===== config.mk =====
export PLATFORM = sky130hd
export DESIGN_NAME = rs232_slip_rx_flat
export DESIGN_NICKNAME = d
export VERILOG_FILES = /design/src/rtl/rs232_slip_pkg.sv /design/src/rtl/rs232_slip_rx_if.sv /design/src/rtl/rs232_slip_rx_stream_reg.sv /design/src/rtl/rs232_slip_rx.sv /design/src/flat_wrapper.sv
export SDC_FILE = /design/constraint.sdc
export NUM_CORES = 1
export LEC_CHECK = 0
export ABC_CLOCK_PERIOD_IN_PS = 4400
export BUFFER_PORTS_ARGS = -buffer_cell sky130_fd_sc_hd__buf_2
export CAP_MARGIN = 30
export CORE_MARGIN = 2
export CORE_UTILIZATION = 35
export CTS_BUF_LIST = sky130_fd_sc_hd__clkbuf_2
export DETAILED_ROUTE_END_ITERATION = 6
export GPL_TIMING_DRIVEN = 0
export PLACE_DENSITY = 0.65
export SLEW_MARGIN = 20
export SYNTH_ARGS = -nofsm -noshare
export SYNTH_HDL_FRONTEND = slang
export SYNTH_HIERARCHICAL = 1
export SYNTH_SLANG_ARGS = --single-unit

===== constraint.sdc =====
create_clock -name clk -period 4.4 [get_ports clk]
set_clock_uncertainty 0.05 [all_clocks]
set_input_delay 0.22 -clock clk [delete_from_list [all_inputs] [get_ports clk]]
set_output_delay 0.22 -clock clk [all_outputs]
set_load 0.005 [all_outputs]

===== src/rtl/rs232_slip_pkg.sv =====
// Shared SLIP constants, decoder state encoding and the output beat type
// used by rs232_slip_rx and its output register slice.
package rs232_slip_pkg;

    localparam logic [7:0] SLIP_END     = 8'hC0;
    localparam logic [7:0] SLIP_ESC     = 8'hDB;
    localparam logic [7:0] SLIP_ESC_END = 8'hDC;
    localparam logic [7:0] SLIP_ESC_ESC = 8'hDD;

    localparam logic [1:0] ST_HUNT = 2'd0;
    localparam logic [1:0] ST_DATA = 2'd1;
    localparam logic [1:0] ST_ESC  = 2'd2;
    localparam logic [1:0] ST_DROP = 2'd3;

    typedef struct packed {
        logic       last;
        logic       err;
        logic [7:0] data;
    } slip_beat_t;

endpackage


===== src/rtl/rs232_slip_rx_if.sv =====
// Bundles the rs232_rxb FIFO read side and the decoded byte stream.
// master: the decoder. slave: FIFO plus stream consumer.
interface rs232_slip_rx_if;
    logic [7:0] rx_data;
    logic       rx_empty;
    logic       rx_rd;
    logic [7:0] dout;
    logic       dout_valid;
    logic       dout_ready;
    logic       dout_last;
    logic       dout_err;

    modport master (
        input  rx_data, rx_empty, dout_ready,
        output rx_rd, dout, dout_valid, dout_last, dout_err
    );

    modport slave (
        output rx_data, rx_empty, dout_ready,
        input  rx_rd, dout, dout_valid, dout_last, dout_err
    );
endinterface


===== src/rtl/rs232_slip_rx_stream_reg.sv =====
// Output register slice for the decoded stream: holds data/last/err stable
// while valid and not ready; a load always takes priority over emptying.
module rs232_slip_rx_stream_reg
    import rs232_slip_pkg::*;
(
    input  logic       clk,
    input  logic       rst,
    input  logic       load,
    input  slip_beat_t load_beat,
    input  logic       ready,
    output logic       valid,
    output slip_beat_t beat
);

    logic       valid_q, valid_d;
    slip_beat_t beat_q,  beat_d;

    // Next slice contents: reload, clear on handshake, or hold.
    always_comb begin
        // NOTE: defaults first so every path assigns every output and no latch is inferred.
        valid_d = valid_q;
        beat_d  = beat_q;
        if (load) begin
            valid_d = 1'b1;
            beat_d  = load_beat;
        end else if (valid_q && ready) begin
            valid_d = 1'b0;
            beat_d  = '0;
        end
    end

    // Slice registers, emptied by reset.
    always_ff @(posedge clk or posedge rst) begin
        // NOTE: non-blocking so every flop samples the pre-edge values.
        if (rst) begin
            valid_q <= 1'b0;
            beat_q  <= '0;
        end else begin
            valid_q <= valid_d;
            beat_q  <= beat_d;
        end
    end

    assign valid = valid_q;
    assign beat  = beat_q;

endmodule


===== src/rtl/rs232_slip_rx.sv =====
// SLIP frame decoder behind the rs232_rxb FIFO. Strips END framing and ESC
// sequences, delays each byte in a one-byte hold so the final byte can be
// tagged last, and aborts frames on bad escapes or overlength.
// Optional: define RS232_SLIP_CNT_EN for saturating frame/error counters.
module rs232_slip_rx
    import rs232_slip_pkg::*;
#(
    parameter int max_len   = 1024,
    parameter int cnt_width = 16
) (
    input  logic                 clk,
    input  logic                 rst,
    rs232_slip_rx_if.master      bus,
    output logic                 frame_err,
    output logic [cnt_width-1:0] frame_cnt,
    output logic [cnt_width-1:0] err_cnt
);

    localparam int LEN_W = $clog2(max_len + 1);

    logic [1:0]       state_q, state_d;
    logic             hold_valid_q, hold_valid_d;
    logic [7:0]       hold_data_q, hold_data_d;
    logic [LEN_W-1:0] len_q, len_d;
    logic             frame_err_q, frame_err_d;

    logic       pop;
    logic       load;
    slip_beat_t load_beat;
    logic       out_valid;
    slip_beat_t out_beat;
    logic       dec_valid;
    logic [7:0] dec_byte;
    logic       bad;

    // Pop only when the out stage can take whatever this byte may release; never during reset.
    assign pop       = ~rst & ~bus.rx_empty & (~out_valid | bus.dout_ready);
    assign bus.rx_rd = pop;

    // Decode the popped byte: framing/escape handling, hold shuffling and error abort.
    always_comb begin
        state_d      = state_q;
        hold_valid_d = hold_valid_q;
        hold_data_d  = hold_data_q;
        len_d        = len_q;
        frame_err_d  = 1'b0;
        load         = 1'b0;
        load_beat    = '0;
        dec_valid    = 1'b0;
        dec_byte     = '0;
        bad          = 1'b0;

        if (pop) begin
            case (state_q)
                ST_HUNT: if (bus.rx_data == SLIP_END) state_d = ST_DATA;
                ST_DATA: begin
                    if (bus.rx_data == SLIP_END) begin
                        // Close the frame; an empty frame produces nothing.
                        if (hold_valid_q) begin
                            load      = 1'b1;
                            load_beat = '{last: 1'b1, err: 1'b0, data: hold_data_q};
                        end
                        hold_valid_d = 1'b0;
                        len_d        = '0;
                    end else if (bus.rx_data == SLIP_ESC) begin
                        state_d = ST_ESC;
                    end else begin
                        dec_valid = 1'b1;
                        dec_byte  = bus.rx_data;
                    end
                end
                ST_ESC: begin
                    state_d = ST_DATA;
                    if (bus.rx_data == SLIP_ESC_END) begin
                        dec_valid = 1'b1;
                        dec_byte  = SLIP_END;
                    end else if (bus.rx_data == SLIP_ESC_ESC) begin
                        dec_valid = 1'b1;
                        dec_byte  = SLIP_ESC;
                    end else begin
                        // An END here has already re-opened framing, so only other bytes need DROP.
                        bad = 1'b1;
                        if (bus.rx_data != SLIP_END) state_d = ST_DROP;
                    end
                end
                default: if (bus.rx_data == SLIP_END) state_d = ST_DATA;
            endcase
        end

        if (dec_valid) begin
            if (len_q == LEN_W'(max_len)) begin
                bad     = 1'b1;
                state_d = ST_DROP;
            end else begin
                if (hold_valid_q) begin
                    load      = 1'b1;
                    load_beat = '{last: 1'b0, err: 1'b0, data: hold_data_q};
                end
                hold_valid_d = 1'b1;
                hold_data_d  = dec_byte;
                len_d        = len_q + LEN_W'(1);
            end
        end

        if (bad) begin
            frame_err_d  = 1'b1;
            len_d        = '0;
            hold_valid_d = 1'b0;
            load         = hold_valid_q;
            load_beat    = '{last: 1'b1, err: 1'b1, data: hold_data_q};
        end
    end

    // Decoder state, hold register, length and error pulse.
    always_ff @(posedge clk or posedge rst) begin
        if (rst) begin
            state_q      <= ST_HUNT;
            hold_valid_q <= 1'b0;
            hold_data_q  <= '0;
            len_q        <= '0;
            frame_err_q  <= 1'b0;
        end else begin
            state_q      <= state_d;
            hold_valid_q <= hold_valid_d;
            hold_data_q  <= hold_data_d;
            len_q        <= len_d;
            frame_err_q  <= frame_err_d;
        end
    end

    rs232_slip_rx_stream_reg u_out (
        .clk       (clk),
        .rst       (rst),
        .load      (load),
        .load_beat (load_beat),
        .ready     (bus.dout_ready),
        .valid     (out_valid),
        .beat      (out_beat)
    );

    assign bus.dout       = out_beat.data;
    assign bus.dout_valid = out_valid;
    assign bus.dout_last  = out_beat.last;
    assign bus.dout_err   = out_beat.err;
    assign frame_err      = frame_err_q;

`ifdef RS232_SLIP_CNT_EN
    logic [cnt_width-1:0] frame_cnt_q, frame_cnt_d;
    logic [cnt_width-1:0] err_cnt_q, err_cnt_d;

    // Saturating counts of good frames handed off and of detected frame errors.
    always_comb begin
        frame_cnt_d = frame_cnt_q;
        err_cnt_d   = err_cnt_q;
        if (out_valid && bus.dout_ready && out_beat.last && !out_beat.err && (frame_cnt_q != '1))
            frame_cnt_d = frame_cnt_q + cnt_width'(1);
        if (frame_err_d && (err_cnt_q != '1))
            err_cnt_d = err_cnt_q + cnt_width'(1);
    end

    // Counter registers.
    always_ff @(posedge clk or posedge rst) begin
        if (rst) begin
            frame_cnt_q <= '0;
            err_cnt_q   <= '0;
        end else begin
            frame_cnt_q <= frame_cnt_d;
            err_cnt_q   <= err_cnt_d;
        end
    end

    assign frame_cnt = frame_cnt_q;
    assign err_cnt   = err_cnt_q;
`else
    assign frame_cnt = '0;
    assign err_cnt   = '0;
`endif

endmodule


===== src/flat_wrapper.sv =====
// flat-port wrapper written by rule: the top's interface ports become plain ports
module rs232_slip_rx_flat import rs232_slip_pkg::*;
#(
    parameter int max_len   = 1024,
    parameter int cnt_width = 16
)
  (clk, rst, frame_err, frame_cnt, err_cnt, bus_rx_data, bus_rx_empty, bus_dout_ready, bus_rx_rd, bus_dout, bus_dout_valid, bus_dout_last, bus_dout_err);
  rs232_slip_rx_if bus_i ();
  input  logic clk;
  input  logic rst;
  output logic frame_err;
  output logic [cnt_width-1:0] frame_cnt;
  output logic [cnt_width-1:0] err_cnt;
  input wire logic [$bits(bus_i.rx_data)-1:0] bus_rx_data;
  input wire logic [$bits(bus_i.rx_empty)-1:0] bus_rx_empty;
  input wire logic [$bits(bus_i.dout_ready)-1:0] bus_dout_ready;
  output wire logic [$bits(bus_i.rx_rd)-1:0] bus_rx_rd;
  output wire logic [$bits(bus_i.dout)-1:0] bus_dout;
  output wire logic [$bits(bus_i.dout_valid)-1:0] bus_dout_valid;
  output wire logic [$bits(bus_i.dout_last)-1:0] bus_dout_last;
  output wire logic [$bits(bus_i.dout_err)-1:0] bus_dout_err;
  assign bus_i.rx_data = bus_rx_data;
  assign bus_i.rx_empty = bus_rx_empty;
  assign bus_i.dout_ready = bus_dout_ready;
  assign bus_rx_rd = bus_i.rx_rd;
  assign bus_dout = bus_i.dout;
  assign bus_dout_valid = bus_i.dout_valid;
  assign bus_dout_last = bus_i.dout_last;
  assign bus_dout_err = bus_i.dout_err;
  rs232_slip_rx #(.max_len(max_len), .cnt_width(cnt_width)) u_core (.clk(clk), .rst(rst), .bus(bus_i), .frame_err(frame_err), .frame_cnt(frame_cnt), .err_cnt(err_cnt));
endmodule

# Yosys cells after proc, flatten, opt, wreduce, memory -nomap -nowiden
# Index checks and enable logic that the tools add are counted.
# word_totals
wordCells,89
in_bits,12
output_inout_bits,45
reg_bits,34
# op_classes
add_sub_neg,1
reduce_logical,3
n_bitwise,7
eq_ne,8
mux,61
# ops
operator,count
two-way mux 10 bit,10
two-way mux 11 bit,6
two-way mux 8 bit,5
"== test 8 bit, second input constant",4
two-way mux 1 bit,28
two-way mux 2 bit,9
one-hot mux 8 bit (2 select lines),1
"adder 11 x 1 -> 11 bit, second input constant",1
"== test 11 bit, second input constant",1
"!= test 8 bit, second input constant",1
NOT 1 bit,4
one-hot mux 2 bit (2 select lines),1
AND 1 bit,2
"== test 2 x 1 -> 1 bit, second input constant",1
"== test 2 bit, second input constant",1
one-hot mux 1 bit (2 select lines),1
AND reduction 2 bit,1
nonzero test 2 bit,1
logical AND 1 bit,1
bitwise OR 1 bit,1

# Logic depth before layout (Yosys ltp)
# logic_depth
ltp_word,9
ltp_mapped,8
depth_no_buf,8

# Hierarchy
# Netlist, hierarchy kept.
# modules_own_cells
mod,seq_area_each_um2,cells_each,area_per_inst_um2,instances
rs232_slip_rx,575.6,205,1769.2,1
rs232_slip_rx_stream_reg,275.3,37,469.2,1

# Worst setup path before layout
# Ideal clock, no wire load.
# synth_path
path_type,reg2reg
start,register u_core.state_q[0]
end,register u_core.u_out.beat_q (netlist bit u_core/u_out/beat[0])
arrival_time_ns,1.920
path_stages_with_launch,9
setup_slack_ns,2.309
n_path_buf,1
required_time_ns,4.229
period_less_slack_ns,2.091
setup_ns,0.121
cell_sequence,dfrtp_1 > inv_1 > ha_1 > nor3_2 > o211ai_1 > a21oi_1 > buf_6 > nor2b_1 > a22o_1
# synth_via
elab_chain_len,8
word_cells_on_any_way,22
cone_classes,eq/ne (2); mux (19); reduce/logical (1)
# synth_rtl
item,line_no,text
from (decl),rs232_slip_rx.sv:21,"logic [1:0] state_q, state_d;"
from (signal assigned),rs232_slip_rx.sv:123,state_q <= state_d;
== test 2 x 1 -> 1 bit,rs232_slip_rx.sv:54,case (state_q)
two-way mux 1 bit,rs232_slip_rx.sv:54,
two-way mux 1 bit,rs232_slip_rx.sv:53,if (pop) begin
two-way mux 1 bit,rs232_slip_rx.sv:95,if (hold_valid_q) begin
two-way mux 1 bit,rs232_slip_rx.sv:91,if (len_q == LEN_W'(max_len)) begin
two-way mux 1 bit,rs232_slip_rx.sv:90,if (dec_valid) begin
two-way mux 1 bit *,rs232_slip_rx.sv:105,if (bad) begin
via u_core.load,rs232_slip_rx.sv:28,logic load;
two-way mux 10 bit / nonzero test 2 bit (equally long branches),--,
to (signal assigned),rs232_slip_rx_stream_reg.sv:40,beat_q <= beat_d;
to (decl),rs232_slip_rx_stream_reg.sv:16,"slip_beat_t beat_q, beat_d;"
# Mark *: on every way through the listed nets, which the timed path passes. The rest lies on a longest branch.
# A chain may end at the register's enable or synchronous reset.

# Worst setup path in the final report
# layout_path
start,register u_core.state_q[0]
end,register u_core.u_out.beat_q (netlist bit u_core/u_out/beat[7])
# Same word-level chain as after synthesis.

==> results by stage <==
Global routing:
- The met3 usage in global routing is 0.0326.
- The largest net degree at the start of global routing is 24.
- In the global route stage, met1 resource usage came out at 0.178.
- The total congestion overflow is 0.
- The busiest layer in global routing is met2.
- In the global route stage, overall resource usage came out at 0.139.
- The number of global-route vias before repair was 1667.
- The first global-routing pass estimated 7990 um of wire.
- In the global route stage, met2 resource usage came out at 0.236.
- The number of antenna violations at the first check in global routing is 0.

Routing:
- Once detail routing completed, the nets flagged for antenna violations numbered 0.
- For this run, the detailed router's first-pass iteration total came to 4.
- The average via count per standard cell is 4.76.
- In the final routed layout, each cell accounts on average for 12.4 um.
- The DRC violation total after the first TritonRoute iteration is 65.
- After detailed routing, the total wire length is 4740 um.
- In the routed design, unresolved DRC markers number 0.
- The final route contains 1828 vias.

Place:
- In this run the cell area measured after placement is 2570 um^2.
- Routability-driven placement finished with a final weighted congestion of 0.804.
- Timing analysis after detailed placement gives a worst setup slack of 1.93 ns.
- Buffers placed on the I/O ports in this run total 24.
- In this run, placement finished with an instance count of 374.
- The half-perimeter wire length after detailed placement is 3560 um.

CTS:
- The clock transition at the registers of the reported paths is 0.18 ns.
- The clock net in this run drives a total of 34 sinks.
- The tree is rooted in a sky130_fd_sc_hd__clkbuf_2.
- The H-tree was split into 2 levels.
- The post-CTS setup repair buffer count is 0.
- The longest clock path from root to sink contains 2 buffers.
- In this run, post-CTS repair resized a total of 0 instances.
- TritonCTS built the clock tree.
- Clock latency on the worst-skew pair, taken at its later pin, is 0.36 ns.
- The count of hold-fix buffers inserted at cts is 1.
- The number of buffers inserted during clock tree synthesis is 5.

Synthesis:
- The synthesized netlist contains 47 unique library cells.
- The synthesized instance count is 242.
- In the synthesized netlist, the cells that appear most often are sky130_fd_sc_hd__dfrtp_1 (34), sky130_fd_sc_hd__buf_4 (32), sky130_fd_sc_hd__nand2_1 (20), sky130_fd_sc_hd__nand3_1 (15), sky130_fd_sc_hd__a21oi_1 (13).
- For this run, the leading register cell type out of synthesis is sky130_fd_sc_hd__dfrtp_1.
- By area, the combinational part of the netlist is dominated by simple AND/OR/NAND/NOR gates.
- The count of flip-flops with a built-in enable after synthesis is 0.
- Averaged over all synthesized cells, the footprint is 9.25 um^2.
- The top-area cell type share of the netlist area is 0.380.
- The netlist area before placement is 2240 um^2.
- The flip-flop and latch count after synthesis is 34.
- The sequential fraction of the synthesis area is 0.380.
- Of the total synthesized cell area, the portion taken by full adders, half adders and majority gates is 0.0224.
- The synthesis warning total is 6.
- The portion of synthesized area spent on multiplexers is 0.
- Counting flops with an async set or reset pin after synthesis yields a share of 1.00.
- The complex-gate fraction of the synthesized area is 0.196.
- The most common cell in the synthesized netlist is sky130_fd_sc_hd__dfrtp_1.
- Of the total synthesized cell area, the portion taken by XOR and XNOR cells is 0.00783.
- The simple logic cell fraction of the synthesized area is 0.252.
- Sorting the synthesized cells by area gives the leading types as sky130_fd_sc_hd__dfrtp_1 (38%), sky130_fd_sc_hd__buf_4 (11%), sky130_fd_sc_hd__a22o_1 (3.9%).
- The cell taking the most area after synthesis is sky130_fd_sc_hd__dfrtp_1.

Worst setup path:
- The reg-to-reg critical path startpoint is u_core/state_q[0]$_DFF_PP0_.
- The nature of the critical path startpoint is a register.
- The internal reg-to-reg setup slack is 1.89 ns.
- The worst setup path is captured at a register.
- The endpoint identified for the worst register-to-register timing path is u_core/u_out/beat[7]$_DFFE_PP0P_.
- The required time of the worst setup path is 4.67 ns.
- Walking the worst path, the cells encountered are inv_1 > ha_1 > nor3_2 > o211ai_1 > a21oi_1 > buf_6 > buf_6 > a22o_1.
- Data arrives at the worst endpoint at 2.78 ns.
- The critical path buffer and inverter count is 3.
- The kind of cell adding the most delay to the critical path is compound AO/OA/AOI/OAI gates.
- In this run the worst path has a maximum fanout of 10.
- The category of the most critical setup path is register to register.
- The worst register-to-register path has a depth of 8.
- The most numerous cell type found on the critical path is sky130_fd_sc_hd__buf_6.
- The largest single stage delay on the critical path is 0.44 ns.
- The cell type of the slowest stage on the worst timing path is sky130_fd_sc_hd__dfrtp_1.

Timing:
- The transition time at the pin with the least slew margin is 0.558 ns.
- Setup repair after global routing left no endpoint under its margin.
- The tightest hold margin is 0.0566 ns.
- Timing would allow up to 398 MHz.
- The smallest setup slack after layout is 1.89 ns.
- Setup violations remaining at the end of the flow were counted as 0.
- The number of hold-slack violations in the final timing report came to 0.
- In the finished design, the share of the clock period the worst path needs comes to 0.571.
- The post-route minimum period is 2.51 ns.
- The number of slew-limit violations in the final report is 0.
- The setup TNS after final layout is 0 ns.
- Measured against its own limit, the worst slew margin works out to 0.627.

Floorplan:
- The initial utilization of the core area, before any placement, comes to 0.357.
- The full die area is 7050 um^2.
- The area of the core is 6280 um^2.
- The vertical extent of the die is 84.0 um.
- The overall die width is 84.0 um.
- The count of standard-cell rows is 29.
- The number of ports placed on the die boundary is 57.

Finish:
- The count of non-filler cells in the finished layout is 384.
- 0 antenna diodes ended up in the layout.
- Compared with the post-synthesis result, the final layout area differs by 20.5%.
- After routing the design area is 2700 um^2.
- The net count of the finished layout is 322.
- Measured on the finished design, the core utilization comes to 0.430.
- The share of cells above drive strength 1 is 0.248.

Hold path:
- The endpoint with the worst hold slack is u_core/hold_data_q[5]$_DFFE_PP0P_.
- The beginning of the worst hold path is bus_rx_data[5].
- The path class of the tightest hold or removal check is input pin to register.
- The worst hold path was traced through 3 stages.

Power and ir drop:
- IR analysis of the VDD net gives a maximum drop of 152 uV.
- Power spread over the standard cell area amounts to 378 nW/um^2.
- The completed layout was analyzed and its total power is 1.02 mW.
- In this run the static leakage power is 1.37 nW.

Flow run:
- The tool flagged a number of max-cap violations equal to 0.

Run status:
- The run finished with clean final reports.
-- where the power goes --
group | switching [mW] | internal (mW) | leakage, nW
Clock | 0.112 | 0.151 | 0.0506
Sequential | 0.0406 | 0.374 | 0.458
Combinational | 0.189 | 0.152 | 0.864
-- worst reg2reg max path, delay by kind of cell, from the launching register on --
kind | cells | cell delay, ns
compound gates | 3 | 0.80
flops | 1 | 0.44
buf+inv | 3 | 0.41
fa+ha+maj | 1 | 0.40
simple gates | 1 | 0.38
-- cells by family after synthesis --
logic type | after synthesis
buffers and inverters | 47
other | 1
adders and majority gates | 4
xor gates and xnor gates | 2
and+or+nand+nor | 94
AOI/OAI and AO/OA | 60
DFF | 34
-- cell type report --
| class | count | area, um^2 |
|---|---|---|
| Sequential cell | 34 | 851 |
| Timing Repair Buffer | 26 | 158 |
| Tap cell | 77 | 96.3 |
| Clock buffer | 5 | 25.0 |
| Clock inverter | 3 | 63.8 |
| Fill cell | 638 | 3580 |
| Multi-Input combinational cell | 192 | 1190 |
| Inverter | 8 | 30.0 |
| Buffer | 39 | 284 |
-- placed cells by master, fill, tap and decap left out, types with 3 or more instances in the layout --
| cell | netlist | routed |
|---|---|---|
| sky130_fd_sc_hd__or3b_1 | 3 | 3 |
| sky130_fd_sc_hd__dfrtp_1 | 34 | 34 |
| sky130_fd_sc_hd__and2_1 | 12 | 12 |
| sky130_fd_sc_hd__inv_1 | 8 | 8 |
| sky130_fd_sc_hd__clkbuf_1 | 3 | 3 |
| sky130_fd_sc_hd__a21o_1 | 6 | 6 |
| sky130_fd_sc_hd__o31ai_1 | 3 | 3 |
| sky130_fd_sc_hd__nor2_1 | 5 | 5 |
| sky130_fd_sc_hd__nand2b_1 | 6 | 6 |
| sky130_fd_sc_hd__nand3_1 | 15 | 15 |
| sky130_fd_sc_hd__clkbuf_2 | 0 | 5 |
| sky130_fd_sc_hd__a21oi_1 | 13 | 13 |
| sky130_fd_sc_hd__nor2b_1 | 12 | 12 |
| sky130_fd_sc_hd__conb_1 | 1 | 32 |
| sky130_fd_sc_hd__nor4_1 | 3 | 3 |
| sky130_fd_sc_hd__nand2_1 | 20 | 20 |
| sky130_fd_sc_hd__ha_1 | 4 | 4 |
| sky130_fd_sc_hd__buf_4 | 32 | 32 |
| sky130_fd_sc_hd__o21ai_0 | 11 | 11 |
| sky130_fd_sc_hd__a22o_1 | 10 | 10 |
| sky130_fd_sc_hd__or3_1 | 3 | 3 |
| sky130_fd_sc_hd__a22oi_1 | 3 | 3 |
| sky130_fd_sc_hd__and4_1 | 3 | 3 |
| sky130_fd_sc_hd__buf_2 | 2 | 26 |
-- how the worst max path moves through the flow --
stage                                 from  cells past startpoint                               end  slack [ns]
2_1_floorplan  u_core/state_q[0]$_DFF_PP0_                      8  u_core/u_out/beat[0]$_DFFE_PP0P_        2.31
6_report       u_core/state_q[0]$_DFF_PP0_                      8  u_core/u_out/beat[7]$_DFFE_PP0P_        1.89
3_3_place_gp   u_core/state_q[0]$_DFF_PP0_                      8  u_core/u_out/beat[0]$_DFFE_PP0P_        1.94
3_5_place_dp   u_core/state_q[0]$_DFF_PP0_                      8  u_core/u_out/beat[7]$_DFFE_PP0P_        1.93
4_1_cts        u_core/state_q[0]$_DFF_PP0_                      8  u_core/u_out/beat[7]$_DFFE_PP0P_        1.91
5_1_grt        u_core/state_q[0]$_DFF_PP0_                      7  u_core/u_out/beat[5]$_DFFE_PP0P_        1.77
-- sequential cells by signal, summed over array words and instances, names as in the netlist --
name and flops:
u_core/frame_err 1, u_core/hold_data_q 8, u_core/hold_valid_q 1, u_core/len_q 11, u_core/state_q 2, u_core/u_out/beat 10
u_core/u_out/valid 1
-- routing by layer --
layer  wire [um]  share of wire  vias to the layer above
met4          13         0.0027                        0
met5           0              0                        -
li1            -              -                      927
met1        2100           0.44                      859
met2        2380           0.50                       40
met3         250          0.053                        2
No activity file was read; power rests on OpenSTA's default activity.
